$ cat config.mk
export PLATFORM = sky130hd
export DESIGN_NAME = mc6845_init_sequencer_flat
export DESIGN_NICKNAME = d
export VERILOG_FILES = /design/src/rtl/mc6845_init_sequencer_if.sv /design/src/rtl/mc6845_init_sequencer.sv /design/src/flat_wrapper.sv
export SDC_FILE = /design/constraint.sdc
export NUM_CORES = 1
export LEC_CHECK = 0
export BUFFER_PORTS_ARGS = -buffer_cell sky130_fd_sc_hd__buf_4
export CORE_MARGIN = 4
export CORE_UTILIZATION = 56
export DETAILED_ROUTE_END_ITERATION = 8
export MAX_ROUTING_LAYER = met4
export PLACE_DENSITY = 0.84
export SKIP_LAST_GASP = 1
export SYNTH_ARGS = -nofsm -noshare
export SYNTH_HDL_FRONTEND = slang
export SYNTH_SLANG_ARGS = --single-unit
export TNS_END_PERCENT = 1
$ cat constraint.sdc
create_clock -name CLK -period 4.89 [get_ports CLK]
set_input_delay 0.7335 -clock CLK [delete_from_list [all_inputs] [get_ports CLK]]
set_output_delay 0.7335 -clock CLK [all_outputs]
set_load 0.05 [all_outputs]
$ cat src/rtl/mc6845_init_sequencer_if.sv
// CRTC processor-bus pins (E, CSn, RS, RW, D) driven by the init sequencer.
interface mc6845_init_sequencer_if;
    logic       E;
    logic       CSn;
    logic       RS;
    logic       RW;
    logic [7:0] D;

    modport master (output E, CSn, RS, RW, D);
    modport slave  (input  E, CSn, RS, RW, D);
endinterface

$ cat src/rtl/mc6845_init_sequencer.sv
// MC6845 CRTC bus master: programs R0..R(NUM_REGS-1) from an MDA/CGA table and writes cursor R14/R15.
// Optional MC6845_INIT_SEQ_CURSOR_VSYNC_EN defers accepted cursor writes to the next VSYNC rising edge.
module mc6845_init_sequencer #(
    parameter int E_HIGH_CYCLES = 2,
    parameter int NUM_REGS      = 16
) (
    input  logic                           CLK,
    input  logic                           RSTn,
    input  logic                           start,
    input  logic                           mode,
    input  logic                           cur_req,
    input  logic [13:0]                    cur_addr,
    input  logic                           vsync,
    output logic                           cur_ack,
    output logic                           busy,
    output logic                           done,
    mc6845_init_sequencer_if.master        crtc
);

    typedef enum logic [3:0] {
        IDLE, ADDR_SETUP, ADDR_E, ADDR_HOLD, DATA_SETUP, DATA_E, DATA_HOLD, NEXT
`ifdef MC6845_INIT_SEQ_CURSOR_VSYNC_EN
        , WAIT_VS
`endif
    } state_t;

    localparam logic [7:0] MDA_TBL [16] = '{8'h61, 8'h50, 8'h52, 8'h0F, 8'h19, 8'h06, 8'h19, 8'h19,
                                            8'h02, 8'h0D, 8'h0B, 8'h0C, 8'h00, 8'h00, 8'h00, 8'h00};
    localparam logic [7:0] CGA_TBL [16] = '{8'h71, 8'h50, 8'h5A, 8'h0A, 8'h1F, 8'h06, 8'h19, 8'h1C,
                                            8'h02, 8'h07, 8'h06, 8'h07, 8'h00, 8'h00, 8'h00, 8'h00};
    localparam logic [3:0] LAST_IDX = 4'(NUM_REGS - 1);
    localparam logic [3:0] E_LAST   = 4'(E_HIGH_CYCLES - 1);

    state_t      state;
    logic [3:0]  idx;
    logic [3:0]  ecnt;
    logic        in_init;
    logic        tbl_mode;
    logic        start_pend;
    logic        start_pend_n;
    logic [13:0] cur_q;
    logic        e_q, csn_q, rs_q;
    logic [7:0]  d_q;
    logic        arb, take_init, take_cur, last;
    logic [7:0]  reg_val;

    assign crtc.E   = e_q;
    assign crtc.CSn = csn_q;
    assign crtc.RS  = rs_q;
    assign crtc.RW  = 1'b0;
    assign crtc.D   = d_q;

    // NEXT arbitrates like IDLE so queued work follows without dropping busy.
    assign arb       = (state == IDLE) || (state == NEXT);
    assign take_init = arb && (start || start_pend);
    assign take_cur  = arb && !start && !start_pend && cur_req;
    assign cur_ack   = take_cur;

    assign last    = in_init ? (idx == LAST_IDX) : (idx == 4'd15);
    assign reg_val = in_init ? (tbl_mode ? CGA_TBL[idx] : MDA_TBL[idx])
                             : (idx[0] ? cur_q[7:0] : {2'b00, cur_q[13:8]});

    // A start during an init pass is dropped; during cursor work it waits.
    always_comb begin
        start_pend_n = start_pend;
        if (take_init)
            start_pend_n = 1'b0;
        else if (start && !arb && !in_init)
            start_pend_n = 1'b1;
    end

`ifdef MC6845_INIT_SEQ_CURSOR_VSYNC_EN
    logic vs_s1, vs_s2, vs_q, vs_rise;

    always_ff @(posedge CLK or negedge RSTn) begin
        if (!RSTn) begin
            vs_s1 <= 1'b0;
            vs_s2 <= 1'b0;
            vs_q  <= 1'b0;
        end else begin
            vs_s1 <= vsync;
            vs_s2 <= vs_s1;
            vs_q  <= vs_s2;
        end
    end

    assign vs_rise = vs_s2 && !vs_q;
`else
    logic unused_vsync;
    assign unused_vsync = vsync;
`endif

    always_ff @(posedge CLK or negedge RSTn) begin
        if (!RSTn) begin
            state      <= IDLE;
            idx        <= '0;
            ecnt       <= '0;
            in_init    <= 1'b0;
            tbl_mode   <= 1'b0;
            start_pend <= 1'b0;
            cur_q      <= '0;
            busy       <= 1'b0;
            done       <= 1'b0;
            e_q        <= 1'b0;
            csn_q      <= 1'b1;
            rs_q       <= 1'b0;
            d_q        <= '0;
        end else begin
            done       <= 1'b0;
            start_pend <= start_pend_n;
            case (state)
                IDLE, NEXT: begin
                    e_q   <= 1'b0;
                    csn_q <= 1'b1;
                    rs_q  <= 1'b0;
                    d_q   <= '0;
                    if (take_init) begin
                        in_init  <= 1'b1;
                        tbl_mode <= mode;
                        idx      <= '0;
                        busy     <= 1'b1;
                        csn_q    <= 1'b0;
                        state    <= ADDR_SETUP;
                    end else if (take_cur) begin
                        in_init <= 1'b0;
                        cur_q   <= cur_addr;
                        idx     <= 4'd14;
                        busy    <= 1'b1;
`ifdef MC6845_INIT_SEQ_CURSOR_VSYNC_EN
                        state   <= WAIT_VS;
`else
                        csn_q   <= 1'b0;
                        d_q     <= 8'h0E;
                        state   <= ADDR_SETUP;
`endif
                    end else begin
                        busy  <= 1'b0;
                        state <= IDLE;
                    end
                end
`ifdef MC6845_INIT_SEQ_CURSOR_VSYNC_EN
                WAIT_VS: begin
                    if (vs_rise) begin
                        csn_q <= 1'b0;
                        rs_q  <= 1'b0;
                        d_q   <= {4'b0000, idx};
                        state <= ADDR_SETUP;
                    end
                end
`endif
                ADDR_SETUP: begin
                    e_q   <= 1'b1;
                    ecnt  <= '0;
                    state <= ADDR_E;
                end
                ADDR_E: begin
                    if (ecnt == E_LAST) begin
                        e_q   <= 1'b0;
                        state <= ADDR_HOLD;
                    end else begin
                        ecnt <= ecnt + 4'd1;
                    end
                end
                ADDR_HOLD: begin
                    rs_q  <= 1'b1;
                    d_q   <= reg_val;
                    state <= DATA_SETUP;
                end
                DATA_SETUP: begin
                    e_q   <= 1'b1;
                    ecnt  <= '0;
                    state <= DATA_E;
                end
                DATA_E: begin
                    if (ecnt == E_LAST) begin
                        e_q   <= 1'b0;
                        state <= DATA_HOLD;
                    end else begin
                        ecnt <= ecnt + 4'd1;
                    end
                end
                DATA_HOLD: begin
                    if (!last) begin
                        idx   <= idx + 4'd1;
                        rs_q  <= 1'b0;
                        d_q   <= {4'b0000, idx + 4'd1};
                        state <= ADDR_SETUP;
                    end else begin
                        // busy only survives into NEXT if more work is already waiting
                        csn_q <= 1'b1;
                        rs_q  <= 1'b0;
                        d_q   <= '0;
                        done  <= in_init;
                        busy  <= start_pend_n || cur_req;
                        state <= NEXT;
                    end
                end
                default: state <= IDLE;
            endcase
        end
    end

endmodule

$ cat src/flat_wrapper.sv
// flat-port wrapper written by rule: the top's interface ports become plain ports
module mc6845_init_sequencer_flat 
#(
    parameter int E_HIGH_CYCLES = 2,
    parameter int NUM_REGS      = 16
)
  (CLK, RSTn, start, mode, cur_req, cur_addr, vsync, cur_ack, busy, done, crtc_E, crtc_CSn, crtc_RS, crtc_RW, crtc_D);
  mc6845_init_sequencer_if crtc_i ();
  input  logic CLK;
  input  logic RSTn;
  input  logic start;
  input  logic mode;
  input  logic cur_req;
  input  logic [13:0] cur_addr;
  input  logic vsync;
  output logic cur_ack;
  output logic busy;
  output logic done;
  output wire logic [$bits(crtc_i.E)-1:0] crtc_E;
  output wire logic [$bits(crtc_i.CSn)-1:0] crtc_CSn;
  output wire logic [$bits(crtc_i.RS)-1:0] crtc_RS;
  output wire logic [$bits(crtc_i.RW)-1:0] crtc_RW;
  output wire logic [$bits(crtc_i.D)-1:0] crtc_D;
  assign crtc_E = crtc_i.E;
  assign crtc_CSn = crtc_i.CSn;
  assign crtc_RS = crtc_i.RS;
  assign crtc_RW = crtc_i.RW;
  assign crtc_D = crtc_i.D;
  mc6845_init_sequencer #(.E_HIGH_CYCLES(E_HIGH_CYCLES), .NUM_REGS(NUM_REGS)) u_core (.CLK(CLK), .RSTn(RSTn), .start(start), .mode(mode), .cur_req(cur_req), .cur_addr(cur_addr), .vsync(vsync), .cur_ack(cur_ack), .busy(busy), .done(done), .crtc(crtc_i));
endmodule
==> impl_metrics.toml <==
[global_route]
grt_pass1_wl_um = 8694
grt_max_degree = 42
grt_pass1_vias = 1834
antenna_found_initial = 0
grt_overflow = 0
grt_util_all_layers = 0.2099

[clock_network]
cts_buffers = 5
clk_path_buf_depth = 2
cts_tree = "built"
clk_pin_slew_ns = 0.07
cts-root-buf = "clkbuf_8"
clock-sinks = 41
post_cts_buffers = 0
hold_buffers = 0
clkLatencyLatePin_ns = 0.30
cts_max_level = 2
ctsResizeCount = 0

[route]
wire_per_inst_um = 15.78
vias = 1949
drt_iter0_drc = 194
ant_nets = 0
first_pass_iters = 4
drc = 0
viasPerCell = 5.997
finalWirelength_um = 5130

[finish]
areaGrowthSynthToFinish_pct = 11.84
final_area_um2 = 2776
num-fill-cells = 341
diodes = 0
final_nets = 304
finalNonFillerCells = 325
layout-drive-gt1-share = 0.2145

[timing]
final_hold_viol_count = 0
min_period_ns = 3.019
max_freq_mhz = 331.2
holdWs_ns = 0.4101
relSlewSlack = 0.3488
tightest_slew_ns = 0.9768
fin_crit_sh = 0.6174
final.setup.worst_slack_ns = 1.871
clock_skew_ns = 0.007137
tns_ns = 0
rsz0062_at_grt = "false"
drv_slew = 0
setup_viol = 0

[synth]
ys_seq_area_frac = 0.4138
synth_xor_area_frac = 0.01411
synth_area_leaders = "dfrtp_1 40%, ha_1 5.0%, mux2_2 4.5%, mux2_1 3.6%, nand2_1 3.5%"
syn_nets = 280
async_flop_share = 1.000
ys.flop_type = "dfrtp_1"
yosysMostFrequentCell = "dfrtp_1"
synth_top_family_by_area = "compound AO/OA/AOI/OAI gates"
netlist_top_cells_count = "40 x dfrtp_1, 23 x nand2_1, 14 x a21oi_1"
synth-simple-area-share = 0.1603
yosysTopAreaCell = "dfrtp_1"
synth_mux_area_frac = 0.1099
ys_ff_latch = 41
synth_edf_count = 0
syn_avg_cell_area_um2 = 9.930
synthDominantCellAreaShare = 0.4032
syn_area_um2 = 2482
synthDistinctLibCells = 60
netlist_instances = 250
ys_warn_count = 0
synth-compound-area-share = 0.1966
synth_fa_ha_area_frac = 0.05040

[placed_design]
portBuffers = 32
routabilityCongestion = 0.8553
pre_cts_ws_ns = 2.227
dp.cells = 317
place_hpwl_um = 3643
placed_area_um2 = 2690

[power_and_ir_drop]
ir_worst_vdd_uv = 505.2
p_leak_nw = 1.236
power.density_nw_per_um2 = 663.4

[critical_path]
cp.buffers_inverters = 2
crit_family = "flip-flops"
slowest_delay_ns = 0.99
reg2reg_setup_slack_ns = 2.53
cp-start-kind = "flip-flop"
slowest_stage = "dfrtp_1"
criticalPathCategory = "flip-flop to output pin"
crit_arrival_ns = 2.29
critPathMaxFanout = 32
critPathRequiredTime_ns = 4.16
endpoint_kind = "output pin"
crit_chain = "nor3_2 > o211ai_4 > inv_2 > buf_4"

[floorplanning]
coreArea_um2 = 4144
io_pins = 35
initial_core_util = 0.5990
die-area_um2 = 5562
die_w_um = 74.58
num_rows = 23
die_y_um = 74.58

[outcome]
status = "complete, no violations"

[run]
cap_violations = 0

[min_path]
min_path_type = "primary input to asynchronous set/reset pin"
## layer usage
layer	vias up	part of all wire	GRT usage
met1	937	0.49	0.3043
met2	41	0.46	0.3044
li1	966	-	-
met3	5	0.043	0.04054
met4	0	0.0096	0.04941
met5	-	0	-
## power breakdown
part	switching (mW)	internal, mW
Combinational	0.531	0.392
Sequential	0.220	0.483
Clock	0.118	0.0985
## kinds of logic after synthesis
| kind of cell | after synthesis |
|---|---|
| adders and majority gates | 10 |
| xor gates and xnor gates | 4 |
| and+or+nand+nor | 76 |
| other | 1 |
| AOI/OAI and AO/OA | 68 |
| muxes | 25 |
| buffers and inverters | 25 |
| DFF | 41 |
## per-stage QoR
stage	total power [mW]	utilization
global placement	1.594	0.6492
CTS	1.845	0.6700
floorplan	1.408	-
global route	1.986	0.6700
finish	1.842	0.6700
detailed placement	1.625	0.6492
## cell type report
class	instances	area (µm²)	share of cell area
Tap cell	50	62.56	0.02253
Timing Repair Buffer	32	240.2	0.08653
Clock buffer	5	68.82	0.02479
Multi-Input combinational cell	184	1323	0.4763
Inverter	10	37.54	0.01352
Clock inverter	3	17.52	0.006309
Sequential cell	41	1027	0.3700
## placed cells by master, fill, tap and decap left out, types with 3 or more instances in the layout
cell type and instances:
o21ai_1 5, mux2i_1 7, nor3_1 7, nand2b_1 3, nand3_1 6, xnor2_1 3
a221o_1 5, nor3b_1 3, dfrtp_1 40, a22o_1 3, o21ai_0 13, inv_1 8
a21oi_1 14, nand3b_1 4, nor2b_1 4, buf_4 32, nor2_1 13, o22ai_1 3
mux2_2 10, nand2_1 23, ha_1 10, clkbuf_8 5, mux2_1 8
## state kept, by name (all words and copies together) (netlist names)
register,count
u_core.state,3
u_core.crtc.CSn,1
u_core.crtc.D,8
u_core.ecnt,4
u_core.tbl_mode,1
u_core.crtc.E,1
u_core.idx,4
u_core.done,1
u_core.busy,1
u_core.crtc.RS,1
u_core.start_pend,1
u_core.cur_q,14
u_core.in_init,1
## path summary, 6_finish.rpt
kind | end | cells past startpoint | start
worst min-delay path | u_core.crtc.RS$_DFFE_PN0P_ | 1 | RSTn
worst max-delay path | cur_ack | 4 | u_core.state[1]$_DFFE_PN0P_
min in group CLK | u_core.cur_q[7]$_DFFE_PN0P_ | 1 | u_core.cur_q[7]$_DFFE_PN0P_
worst min register to register | u_core.cur_q[7]$_DFFE_PN0P_ | 1 | u_core.cur_q[7]$_DFFE_PN0P_
max in group asynchronous | u_core.crtc.CSn$_DFFE_PN1P_ | 1 | RSTn
worst max register to register | u_core.crtc.D[4]$_DFFE_PN0P_ | 6 | u_core.idx[0]$_DFFE_PN0P_
Power figures use the tool's default switching activity.
